`src/rtl/mycpu_pkg.sv`:
```
// mycpu_pkg: shared types and defaults for the CPU core.
// Holds the divider-controller state encoding and the default number of
// quiet cycles the divider gets between launches.
package mycpu_pkg;

    // Divider sequencer states, shared so EX-stage debug logic can decode them.
    typedef enum logic [1:0] {
        IDLE  = 2'd0,
        BUSY  = 2'd1,
        HOLD  = 2'd2,
        DRAIN = 2'd3
    } div_state_e;

    // Idle cycles with div_start low before the divider may be relaunched.
    localparam int DIV_DRAIN_CYCLES = 2;

endpackage

```
`src/rtl/div_ctrl.sv`:
```
// div_ctrl: EX-stage sequencer for the multicycle divider that sits beside it.
// Latches the operands, holds div_start while the divider works, parks the
// {remainder, quotient} result until EX advances, writes HI/LO exactly once,
// then keeps the divider quiet for DRAIN_CYCLES cycles before the next launch.
// A flush while the divider runs annuls it; a flush while parked drops the write.
// Optional feature: define DIV_FASTPATH_EN to skip the divider when either
// operand is zero (result 0/0 goes straight to HOLD).
// DRAIN_CYCLES must be at least 1.
module div_ctrl
    import mycpu_pkg::*;
#(
    parameter int DRAIN_CYCLES = DIV_DRAIN_CYCLES
) (
    input  logic        clk,
    input  logic        rst,
    input  logic        ex_div_valid,
    input  logic        ex_div_signed,
    input  logic [31:0] ex_src_a,
    input  logic [31:0] ex_src_b,
    input  logic        ex_advance,
    input  logic        flush,
    output logic        div_start,
    output logic        div_annul,
    output logic        div_sign,
    output logic [31:0] div_a,
    output logic [31:0] div_b,
    input  logic [63:0] div_result,
    input  logic        div_ready,
    output logic        stall_req,
    output logic        hilo_we,
    output logic [31:0] hi_wdata,
    output logic [31:0] lo_wdata
);

    localparam int CNT_W = (DRAIN_CYCLES > 1) ? $clog2(DRAIN_CYCLES) : 1;
    localparam logic [CNT_W-1:0] DRAIN_LAST = CNT_W'(DRAIN_CYCLES - 1);

    div_state_e       state_q, state_d;
    logic [CNT_W-1:0] drain_cnt_q, drain_cnt_d;
    logic             sign_q, sign_d;
    logic [31:0]      a_q, a_d;
    logic [31:0]      b_q, b_d;
    logic [31:0]      hi_q, hi_d;
    logic [31:0]      lo_q, lo_d;
    logic             fast_zero;

`ifdef DIV_FASTPATH_EN
    // A zero operand has a known 0/0 answer; no need to occupy the divider.
    assign fast_zero = (ex_src_a == 32'd0) || (ex_src_b == 32'd0);
`else
    assign fast_zero = 1'b0;
`endif

    assign div_sign = sign_q;
    assign div_a    = a_q;
    assign div_b    = b_q;
    assign hi_wdata = hi_q;
    assign lo_wdata = lo_q;

    // Next-state and divider/pipeline handshake decode.
    always_comb begin
        // NOTE: every signal gets a default first, so no path can infer a latch.
        state_d     = state_q;
        drain_cnt_d = drain_cnt_q;
        sign_d      = sign_q;
        a_d         = a_q;
        b_d         = b_q;
        hi_d        = hi_q;
        lo_d        = lo_q;
        div_start   = 1'b0;
        div_annul   = 1'b0;
        stall_req   = 1'b0;
        hilo_we     = 1'b0;

        case (state_q)
            IDLE: begin
                // A flushed DIV never launches and must not freeze the front end.
                if (ex_div_valid && !flush) begin
                    stall_req = 1'b1;
                    sign_d    = ex_div_signed;
                    a_d       = ex_src_a;
                    b_d       = ex_src_b;
                    if (fast_zero) begin
                        hi_d    = 32'd0;
                        lo_d    = 32'd0;
                        state_d = HOLD;
                    end else begin
                        state_d = BUSY;
                    end
                end
            end
            BUSY: begin
                stall_req = 1'b1;
                if (flush) begin
                    div_annul   = 1'b1;
                    drain_cnt_d = '0;
                    state_d     = DRAIN;
                end else begin
                    div_start = 1'b1;
                    if (div_ready) begin
                        hi_d    = div_result[63:32];
                        lo_d    = div_result[31:0];
                        state_d = HOLD;
                    end
                end
            end
            HOLD: begin
                // Flush outranks ex_advance: the instruction dies without writing.
                if (flush || ex_advance) begin
                    hilo_we     = !flush;
                    drain_cnt_d = '0;
                    state_d     = DRAIN;
                end
            end
            DRAIN: begin
                // A DIV waiting behind us stays frozen until IDLE launches it.
                stall_req = ex_div_valid;
                if (drain_cnt_q == DRAIN_LAST) begin
                    drain_cnt_d = '0;
                    state_d     = IDLE;
                end else begin
                    drain_cnt_d = drain_cnt_q + CNT_W'(1);
                end
            end
            default: state_d = IDLE;
        endcase
    end

    // State, operand and result registers with synchronous reset.
    always_ff @(posedge clk) begin
        // NOTE: non-blocking assignments so every register sees pre-edge values.
        if (rst) begin
            state_q     <= IDLE;
            drain_cnt_q <= '0;
            sign_q      <= 1'b0;
            a_q         <= 32'd0;
            b_q         <= 32'd0;
            hi_q        <= 32'd0;
            lo_q        <= 32'd0;
        end else begin
            state_q     <= state_d;
            drain_cnt_q <= drain_cnt_d;
            sign_q      <= sign_d;
            a_q         <= a_d;
            b_q         <= b_d;
            hi_q        <= hi_d;
            lo_q        <= lo_d;
        end
    end

endmodule

```
`config.mk`:
```
export PLATFORM = sky130hd
export DESIGN_NAME = div_ctrl
export DESIGN_NICKNAME = d
export VERILOG_FILES = /design/src/rtl/mycpu_pkg.sv /design/src/rtl/div_ctrl.sv
export SDC_FILE = /design/constraint.sdc
export NUM_CORES = 1
export LEC_CHECK = 0
export ABC_AREA = 1
export CAP_MARGIN = 20
export CORE_MARGIN = 2
export CORE_UTILIZATION = 46
export DETAILED_ROUTE_END_ITERATION = 8
export DONT_BUFFER_PORTS = 1
export GPL_TIMING_DRIVEN = 0
export SLEW_MARGIN = 15
export SYNTH_ARGS = -nofsm -noshare
export SYNTH_HDL_FRONTEND = slang
export SYNTH_SLANG_ARGS = --single-unit
```
`constraint.sdc`:
```
create_clock -name clk -period 2.9 [get_ports clk]
set_clock_uncertainty 0.15 [all_clocks]
set_input_delay 0.725 -clock clk [delete_from_list [all_inputs] [get_ports clk]]
set_output_delay 0.725 -clock clk [all_outputs]
set_load 0.01 [all_outputs]
```
==> reports/results.txt <==
Outcome -> finished clean
Syn Nets -> 759
Ratio of cells with drive above 1 in the final layout -> 14.7%
Most common cell after layout, fill and taps aside -> dfxtp_1
Maximum clock path buffer count -> 2
Final Hold Viols -> 0
Min-Delay Path Class -> input port to register
Worst hold path cell count -> 2
RSZ-0062 raised after global routing -> false
Arrival time at the worst endpoint -> 1.90 ns
Final net count -> 778
H-tree depth -> 4
Antenna violations before repair -> 0
Pre-CTS setup slack -> 0.348 ns
R2R depth -> 8
YS warnings -> 0
Net Sw Frac -> 28.4%
Clock root buffer -> clkbuf_8
Fin Setup TNS -> 0 ns
Starting Density -> 46.8%
Most frequent cells in the layout -> dfxtp_1, a21oi_1, nand2_1
Gr usage total -> 21.4%
Drt initial violations -> 226
Hold WS -> 0.192 ns
CTS Buf Count -> 17
Synthesis-to-finish area growth -> 17.2%
Critical Path RT -> 2.03 ns
Design Area, Final -> 5910 µm²
Crit path max fanout -> 10
Hold buffer count at CTS -> 0
DRC viols -> 0
Pwr per Cell Area -> 936 nW/µm²
Later-pin clock latency in the skew report -> 0.52 ns
Number of fill cells -> 1011
Detailed-placement wirelength estimate -> 9910 µm
Largest net degree at the start of global routing -> 17
Library cells used by synthesis -> 19
Routed Wire Length -> 13200 µm
Clk pwr share -> 43.4%
Min cycle time layout -> 2.78 ns
Io pins -> 268
Area occupied by multi-input gates -> 1860 µm²
Die Span X -> 109 µm
Flops & latches, synth -> 132
First-pass GRT wire length -> 19400 µm
Placed inst area -> 5220 µm²
Critical Path End Type -> output pin
Syn_area_per_cell -> 8.15 µm²
F_max -> 0.360 GHz
Routability congestion estimate -> 0.822
Die ar. -> 11800 µm²
Number of global-route vias before repair -> 3971
Worst Setup Slack, final -> 0.121 ns
Tcrit/Tclk final -> 95.8%
Worst Max-Slew Pin Slew -> 0.468 ns
Via count -> 4153
Max cap viols -> 0
Reg clk slew, reported paths -> 0.06 ns
Vias/cell -> 5.25
Post-Syn Area -> 5050 µm²
Core area -> 10800 µm²
CTS tree -> built
Reg power frac -> 42.3%
Maximum vdd ir drop -> 0.534 mV
Int Pwr -> 3.96 mW
IO Port Bufs -> 0
Grt ovf -> 0
FF-to-FF setup slack -> 1.14 ns
TritonRoute pass-1 iters -> 4
Die Height -> 109 µm
Slew HR -> 68.8%
Logic pwr share -> 14.2%
FF+latch area -> 2640 µm²
Syn Inst Count -> 619
Lkg Pwr -> 2.12 nW
Final setup viols -> 0
Final ANT Viol Nets -> 0
WL/cell -> 16.7 µm
Diode count -> 0
Sw Pwr -> 1.57 mW
# rows -> 38
Seq/Total Area, Yosys -> 52.4%
Total clock sinks -> 132
Power Total -> 5.53 mW
Critical path launch point type -> register
Crit path kind -> register to output pin
Final Slew Violations -> 0
[area by class of cell]
class,instances,area share [%]
Clock inverter,13,3.87
Sequential cell,132,44.7
Tap cell,140,2.96
Multi-Input combinational cell,363,31.4
Clock buffer,19,7.47
Buffer,48,4.76
Inverter,76,4.82
[logic make-up after synthesis]
logic type / synth area share, %
simple gates: 15.0
buf+inv: 11.2
fa+ha+maj: 1.24
flops: 52.4
compound gates: 20.2
[power by group through the flow]
stage               clock [mW]  sequential (mW)  combinational [mW]
CTS                       2.44             2.35               0.792
global route              2.53             2.37               0.902
global placement             0             2.38               0.742
detailed placement           0             2.38               0.773
finish                    2.40             2.34               0.787
floorplan                    0             2.32               0.619
[synthesized netlist by cell type, drive strengths merged]
cell type / number / share of area [%]
clkbuf: 13 / 0.99
inv: 76 / 5.7
a21oi: 132 / 14
and3: 1 / 0.12
nand2: 79 / 5.9
nor2: 14 / 1.2
nand3: 67 / 7.7
dfxtp: 132 / 52
buf: 35 / 4.6
o21ai: 65 / 6.4
ha: 5 / 1.2
[per-layer routing]
layer	share of wire, %	vias up	GRT usage, %
met3	12	19	11.7
met1	37	1875	21.1
met4	2.2	0	9.98
met5	0	-	0
met2	49	200	36.7
li1	-	2059	-
[state kept, by name (all words and copies together) (netlist names)]
signal	flops
div_a	32
div_b	32
hi_wdata	32
lo_wdata	32
state_q	2
div_sign	1
drain_cnt_q	1
[metrics by stage]
stage,instances,utilization (%)
3_3_place_gp,759,48.4
5_1_grt,791,54.8
6_report,791,54.8
2_1_floorplan,619,-
4_1_cts,791,54.8
3_5_place_dp,759,48.4
[path summary, 6_finish.rpt]
path,from,endpoint
setup / recovery,state_q[1],stall_req
setup reg to reg,state_q[1],lo_wdata[5]
hold / removal,div_result[27],lo_wdata[27]
hold reg to reg,drain_cnt_q,drain_cnt_q
[timing repair]
action | 4_1_cts | 5_1_grt
setup buffers | 0 | 0
setup endpoints to repair | 1 | 1
gates resized for setup | 3 | 2
hold endpoints to repair | 0 | 0
[worst max-delay path, cell delays in order (launching register included)]
cell	delay (ns)
dfxtp_1	0.34
inv_1	0.11
ha_2	0.22
nand3_4	0.13
buf_6	0.18
buf_2	0.19
a21oi_4	0.20
No activity file was read; power rests on OpenSTA's default activity.
